--- src/rtl/pulse_burst_controller.sv ---
`default_nettype none
// ============================================================================
//  Module   : pulse_burst_controller
//  Purpose  : On a rising edge of START_I, emit COUNT_I registered one-cycle
//             pulses spaced PERIOD_I cycles apart. DONE_O strobes once after
//             the final pulse. ABORT_I cancels a running burst silently.
//  Ports    : CLK_I       - clock, rising edge
//             RST_I       - asynchronous active-high reset
//             START_I     - start level, rising edge launches a burst
//             ABORT_I     - level, ends a running burst (no DONE_O)
//             COUNT_I     - pulses per burst, sampled at the accepted start
//             PERIOD_I    - cycles between pulse starts (0 treated as 1)
//             PULSE_O     - one-cycle strobe
//             BUSY_O      - burst in progress
//             DONE_O      - one-cycle completion strobe
//             PULSE_IDX_O - 0-based index of current/most recent pulse
//  Revision : 1.0 - initial release
// ============================================================================
module pulse_burst_controller #(
  parameter int CNT_W = 8,
  parameter int PER_W = 16
) (
  input  logic             CLK_I,
  input  logic             RST_I,
  input  logic             START_I,
  input  logic             ABORT_I,
  input  logic [CNT_W-1:0] COUNT_I,
  input  logic [PER_W-1:0] PERIOD_I,
  output logic             PULSE_O,
  output logic             BUSY_O,
  output logic             DONE_O,
  output logic [CNT_W-1:0] PULSE_IDX_O
);

  typedef enum logic [0:0] {
    ST_IDLE = 1'b0,
    ST_RUN  = 1'b1
  } state_t;

  state_t           state_q, state_d;
  logic             start_q;
  logic [CNT_W-1:0] cnt_q, cnt_d;
  logic [PER_W-1:0] perm1_q, perm1_d;   // latched period minus one
  logic [PER_W-1:0] tmr_q, tmr_d;       // cycles left until next pulse
  logic [CNT_W-1:0] idx_q, idx_d;
  logic             pulse_q, pulse_d;
  logic             busy_q, busy_d;
  logic             done_q, done_d;
  logic             rise;

  assign rise = START_I & ~start_q;

  always_ff @(posedge CLK_I or posedge RST_I) begin
    if (RST_I) begin
      state_q <= ST_IDLE;
      start_q <= 1'b0;
      cnt_q   <= '0;
      perm1_q <= '0;
      tmr_q   <= '0;
      idx_q   <= '0;
      pulse_q <= 1'b0;
      busy_q  <= 1'b0;
      done_q  <= 1'b0;
    end else begin
      state_q <= state_d;
      start_q <= START_I;
      cnt_q   <= cnt_d;
      perm1_q <= perm1_d;
      tmr_q   <= tmr_d;
      idx_q   <= idx_d;
      pulse_q <= pulse_d;
      busy_q  <= busy_d;
      done_q  <= done_d;
    end
  end

  always_comb begin
    state_d = state_q;
    cnt_d   = cnt_q;
    perm1_d = perm1_q;
    tmr_d   = tmr_q;
    idx_d   = idx_q;
    pulse_d = 1'b0;
    done_d  = 1'b0;

    case (state_q)
      ST_IDLE: begin
        if (rise && !ABORT_I) begin
          if (COUNT_I == '0) begin
            // Empty burst completes immediately without pulsing.
            done_d = 1'b1;
          end else begin
            state_d = ST_RUN;
            cnt_d   = COUNT_I;
            perm1_d = (PERIOD_I == '0) ? '0 : (PERIOD_I - PER_W'(1));
            tmr_d   = (PERIOD_I == '0) ? '0 : (PERIOD_I - PER_W'(1));
            idx_d   = '0;
            pulse_d = 1'b1;
          end
        end
      end

      ST_RUN: begin
        if (ABORT_I) begin
          // Abort takes priority over a pulse due this cycle.
          state_d = ST_IDLE;
          tmr_d   = '0;
        end else if (idx_q == (cnt_q - CNT_W'(1))) begin
          // The final pulse was on the outputs this cycle.
          state_d = ST_IDLE;
          tmr_d   = '0;
          done_d  = 1'b1;
        end else if (tmr_q == '0) begin
          pulse_d = 1'b1;
          idx_d   = idx_q + CNT_W'(1);
          tmr_d   = perm1_q;
        end else begin
          tmr_d = tmr_q - PER_W'(1);
        end
      end

      default: begin
        state_d = ST_IDLE;
      end
    endcase

    busy_d = (state_d == ST_RUN);
  end

  assign PULSE_O     = pulse_q;
  assign BUSY_O      = busy_q;
  assign DONE_O      = done_q;
  assign PULSE_IDX_O = idx_q;

endmodule
`default_nettype wire

--- config.mk ---
export PLATFORM = sky130hd
export DESIGN_NAME = pulse_burst_controller
export DESIGN_NICKNAME = d
export VERILOG_FILES = /design/src/rtl/pulse_burst_controller.sv
export SDC_FILE = /design/constraint.sdc
export NUM_CORES = 1
export LEC_CHECK = 0
export BUFFER_PORTS_ARGS = -buffer_cell sky130_fd_sc_hd__buf_2
export CAP_MARGIN = 20
export CORE_MARGIN = 3
export CORE_UTILIZATION = 63
export CTS_CLUSTER_SIZE = 28
export DETAILED_ROUTE_END_ITERATION = 16
export PLACE_DENSITY = 0.91
export SLEW_MARGIN = 20
export SYNTH_ARGS = -nofsm -noshare
export SYNTH_HDL_FRONTEND = slang
export SYNTH_SLANG_ARGS = --single-unit
export TNS_END_PERCENT = 1
--- constraint.sdc ---
create_clock -name CLK_I -period 4.1 [get_ports CLK_I]
set_clock_uncertainty 0.15 [all_clocks]
set_input_delay 0.82 -clock CLK_I [delete_from_list [all_inputs] [get_ports CLK_I]]
set_output_delay 0.82 -clock CLK_I [all_outputs]
set_load 0.01 [all_outputs]
==> impl_metrics.tcl <==
set metrics [dict create \
    outcome "finished, final reports clean" \
    ys.flop_type "dfrtp_1" \
    crit_start "PERIOD_I[0]" \
    multiInputGateArea_mm2 0.00170 \
    clk_pin_slew_ns 0.10 \
    path_buf_inv 2 \
    fmax_mhz 306 \
    critical_path_class "in2reg" \
    critical-path-top-delay-family "simple AND/OR/NAND/NOR gates" \
    seq_area_mm2 0.00130 \
    swShare_pct 34.5 \
    synth-async-reset-ratio_pct 100 \
    vias_per_cell 6.14 \
    finalCriticalPeriod_ns 3.26 \
    diodes 0 \
    antenna_found_initial 0 \
    synth.avg_cell_area_um2 8.76 \
    synth-edff-count 0 \
    leakage_nw 1.57 \
    ant_nets 0 \
    layout_setup_ws_ns 0.836 \
    grt_usage_pct 27.1 \
    p_int_mw 1.03 \
    layout_commonest_cell "nand2_1" \
    std_cell_rows 24 \
    placed_area_mm2 0.00338 \
    final_design_area_no_fill_mm2 0.00349 \
    start_util_pct 67.9 \
    worstReg2RegEnd "tmr_q[8]" \
    r2r-start "cnt_q[0]" \
    seq_area_frac_synth_pct 42.0 \
    grt_pass1_vias 2716 \
    finalSetupViolCount 0 \
    min_period_over_period_pct 79.6 \
    gp_congestion 0.915 \
    max_stage_delay_ns 0.54 \
    post_cts_buffers 0 \
    postSynthCellCount 354 \
    clockPowerShare_pct 22.9 \
    tightest_slew_ns 0.899 \
    dr.pass1.iters 7 \
    cp_slowest_cell "nor4_1" \
    port_buffers 38 \
    vias 2825 \
    cts_tree "built" \
    syn_to_final_growth_pct 12.5 \
    fin_cells 460 \
    rsz0062_at_grt "false" \
    crit_required_ns 4.16 \
    slew_headroom_pct 40.0 \
    post_cts_resized 0 \
    cts_buffer_depth 2 \
    dp_cells 452 \
    hold_viol 0 \
    dieArea_mm2 0.00580 \
    place.detailed.hpwl_um 5460 \
    whs_ns 0.336 \
    critPathCapture "tmr_q[5]" \
    nNetsFinal 427 \
    final_util_pct 76.4 \
    synth_nets 387 \
    cp.depth 9 \
    ys_warn_count 0 \
    wirelength_um 7510 \
    final_cell_mix "nand2_1 (64), dfrtp_1 (52), buf_2 (38), nor2_1 (31), o21ai_0 (23)" \
    drive_gt1_share_pct 16.2 \
    crit_fanout 10 \
    grt_remaining_overflow 0 \
    grt_max_degree 53 \
    nFillCells 344 \
    reg2reg_depth 7 \
    die_h_um 76.2 \
    power_mw 1.57 \
    crit_arrival_ns 3.32 \
    cp-end-kind "register" \
    core_mm2 0.00456 \
    drtIter0Drc 230 \
    start_kind "input port" \
    ys_ff_latch 52 \
    drc 0 \
    reg2reg_slack_ns 1.13 \
    finalSetupTns_ns 0 \
    die_w_um 76.2 \
    pwr-share-comb_pct 29.1 \
    pwr_density_cell_mw_per_mm2 449 \
    ios 39 \
    clock_latency_ns 0.31 \
    synth_cell_types 47 \
    grt_pass1_wl_um 12800 \
    wl_per_cell_um 16.3 \
    cp_cell_sequence "buf_2, inv_1, ha_1, or3b_2, nor4_1, a21oi_1, o21ai_1, nor2_1, a221o_1" \
    switching_power_uw 540 \
    place_ws_ns 0.550 \
    cts_buffers 5 \
    ir_worst_vdd_v 0.000279 \
    hold_path_class "reg2reg" \
    cts_hold_buffers 0 \
    synth_area_mm2 0.00310 \
    p_seq_share_pct 48.0 \
    cts_sinks 52 \
    root_buffer "clkbuf_8" \
    maxSlewViolCount 0 \
    cts_max_level 2 \
    cap_violations 0 \
]
-- power groups by stage --
stage	combinational, mW	sequential [mW]	clock (mW)
6_report	0.456	0.752	0.358
5_1_grt	0.512	0.768	0.377
4_1_cts	0.455	0.747	0.360
3_5_place_dp	0.452	0.756	0
3_3_place_gp	0.429	0.748	0
2_1_floorplan	0.359	0.719	0
-- sequential cells by signal, summed over array words and instances, names as in the netlist --
name	count
BUSY_O	1
DONE_O	1
PULSE_IDX_O	8
PULSE_O	1
cnt_q	8
perm1_q	16
start_q	1
tmr_q	16
-- worst min path at each step --
stage,from,end,cells after the start
detailed placement,perm1_q[11],perm1_q[11],2
floorplan,perm1_q[6],perm1_q[6],2
CTS,perm1_q[11],perm1_q[11],2
finish,perm1_q[3],perm1_q[3],1
global route,perm1_q[10],perm1_q[10],1
global placement,perm1_q[4],perm1_q[4],1
-- cell type report --
type,instances,share of cell area (%)
Clock inverter,3,1.22
Tap cell,65,2.33
Multi-Input combinational cell,278,48.7
Clock buffer,5,1.97
Timing Repair Buffer,47,7.39
Inverter,10,1.11
Sequential cell,52,37.3
-- synthesized netlist by cell type, drive strengths merged (2+ instances only) --
cell | n | area, um^2
dfrtp | 52 | 1300
clkbuf | 11 | 41.3
inv | 10 | 37.5
nor2 | 31 | 116
nand2 | 64 | 240
xnor2 | 19 | 166
nand4 | 4 | 25.0
buf | 3 | 27.5
a21o | 12 | 90.1
nor3 | 12 | 60.1
or3b | 3 | 26.3
a311o | 2 | 20.0
ha | 5 | 62.6
a221o | 12 | 120
o211ai | 5 | 37.5
nor2b | 4 | 25.0
nand3 | 5 | 25.0
mux2i | 3 | 30.0
or4 | 4 | 33.8
nor4 | 12 | 81.3
nand2b | 4 | 25.0
o211a | 2 | 20.0
a21oi | 13 | 68.8
or3 | 10 | 62.6
xor2 | 12 | 105
o21ai | 24 | 120
-- per-layer routing --
metal  vias to the layer above  track usage [%]  part of all wire, %  wire length, um
met5                         -                0                    0                0
met4                         0             8.70                  1.7              130
met3                        17             6.74                  7.0              525
met2                       107             43.9                   48             3580
li1                       1341                -                    -                -
met1                      1360             36.0                   44             3270
-- logic make-up after synthesis --
group	after synthesis	share of synthesized area, %
AND/OR/NAND/NOR	158	24.7
AO/OA/AOI/OAI	80	17.8
flip-flops	52	42.0
XOR/XNOR	31	8.76
buffers and inverters	24	3.43
adder cells (fa/ha/maj)	5	2.02
multiplexers	4	1.33
-- worst register-to-register path, stage by stage, from the launching register on --
cell	delay, ns
dfrtp_1	0.44
or4_4	0.59
or4b_1	0.53
a21oi_2	0.17
o211a_1	0.36
nor2_1	0.09
buf_4	0.20
a221o_1	0.34
Note: power is estimated with default switching activity, not from simulation.
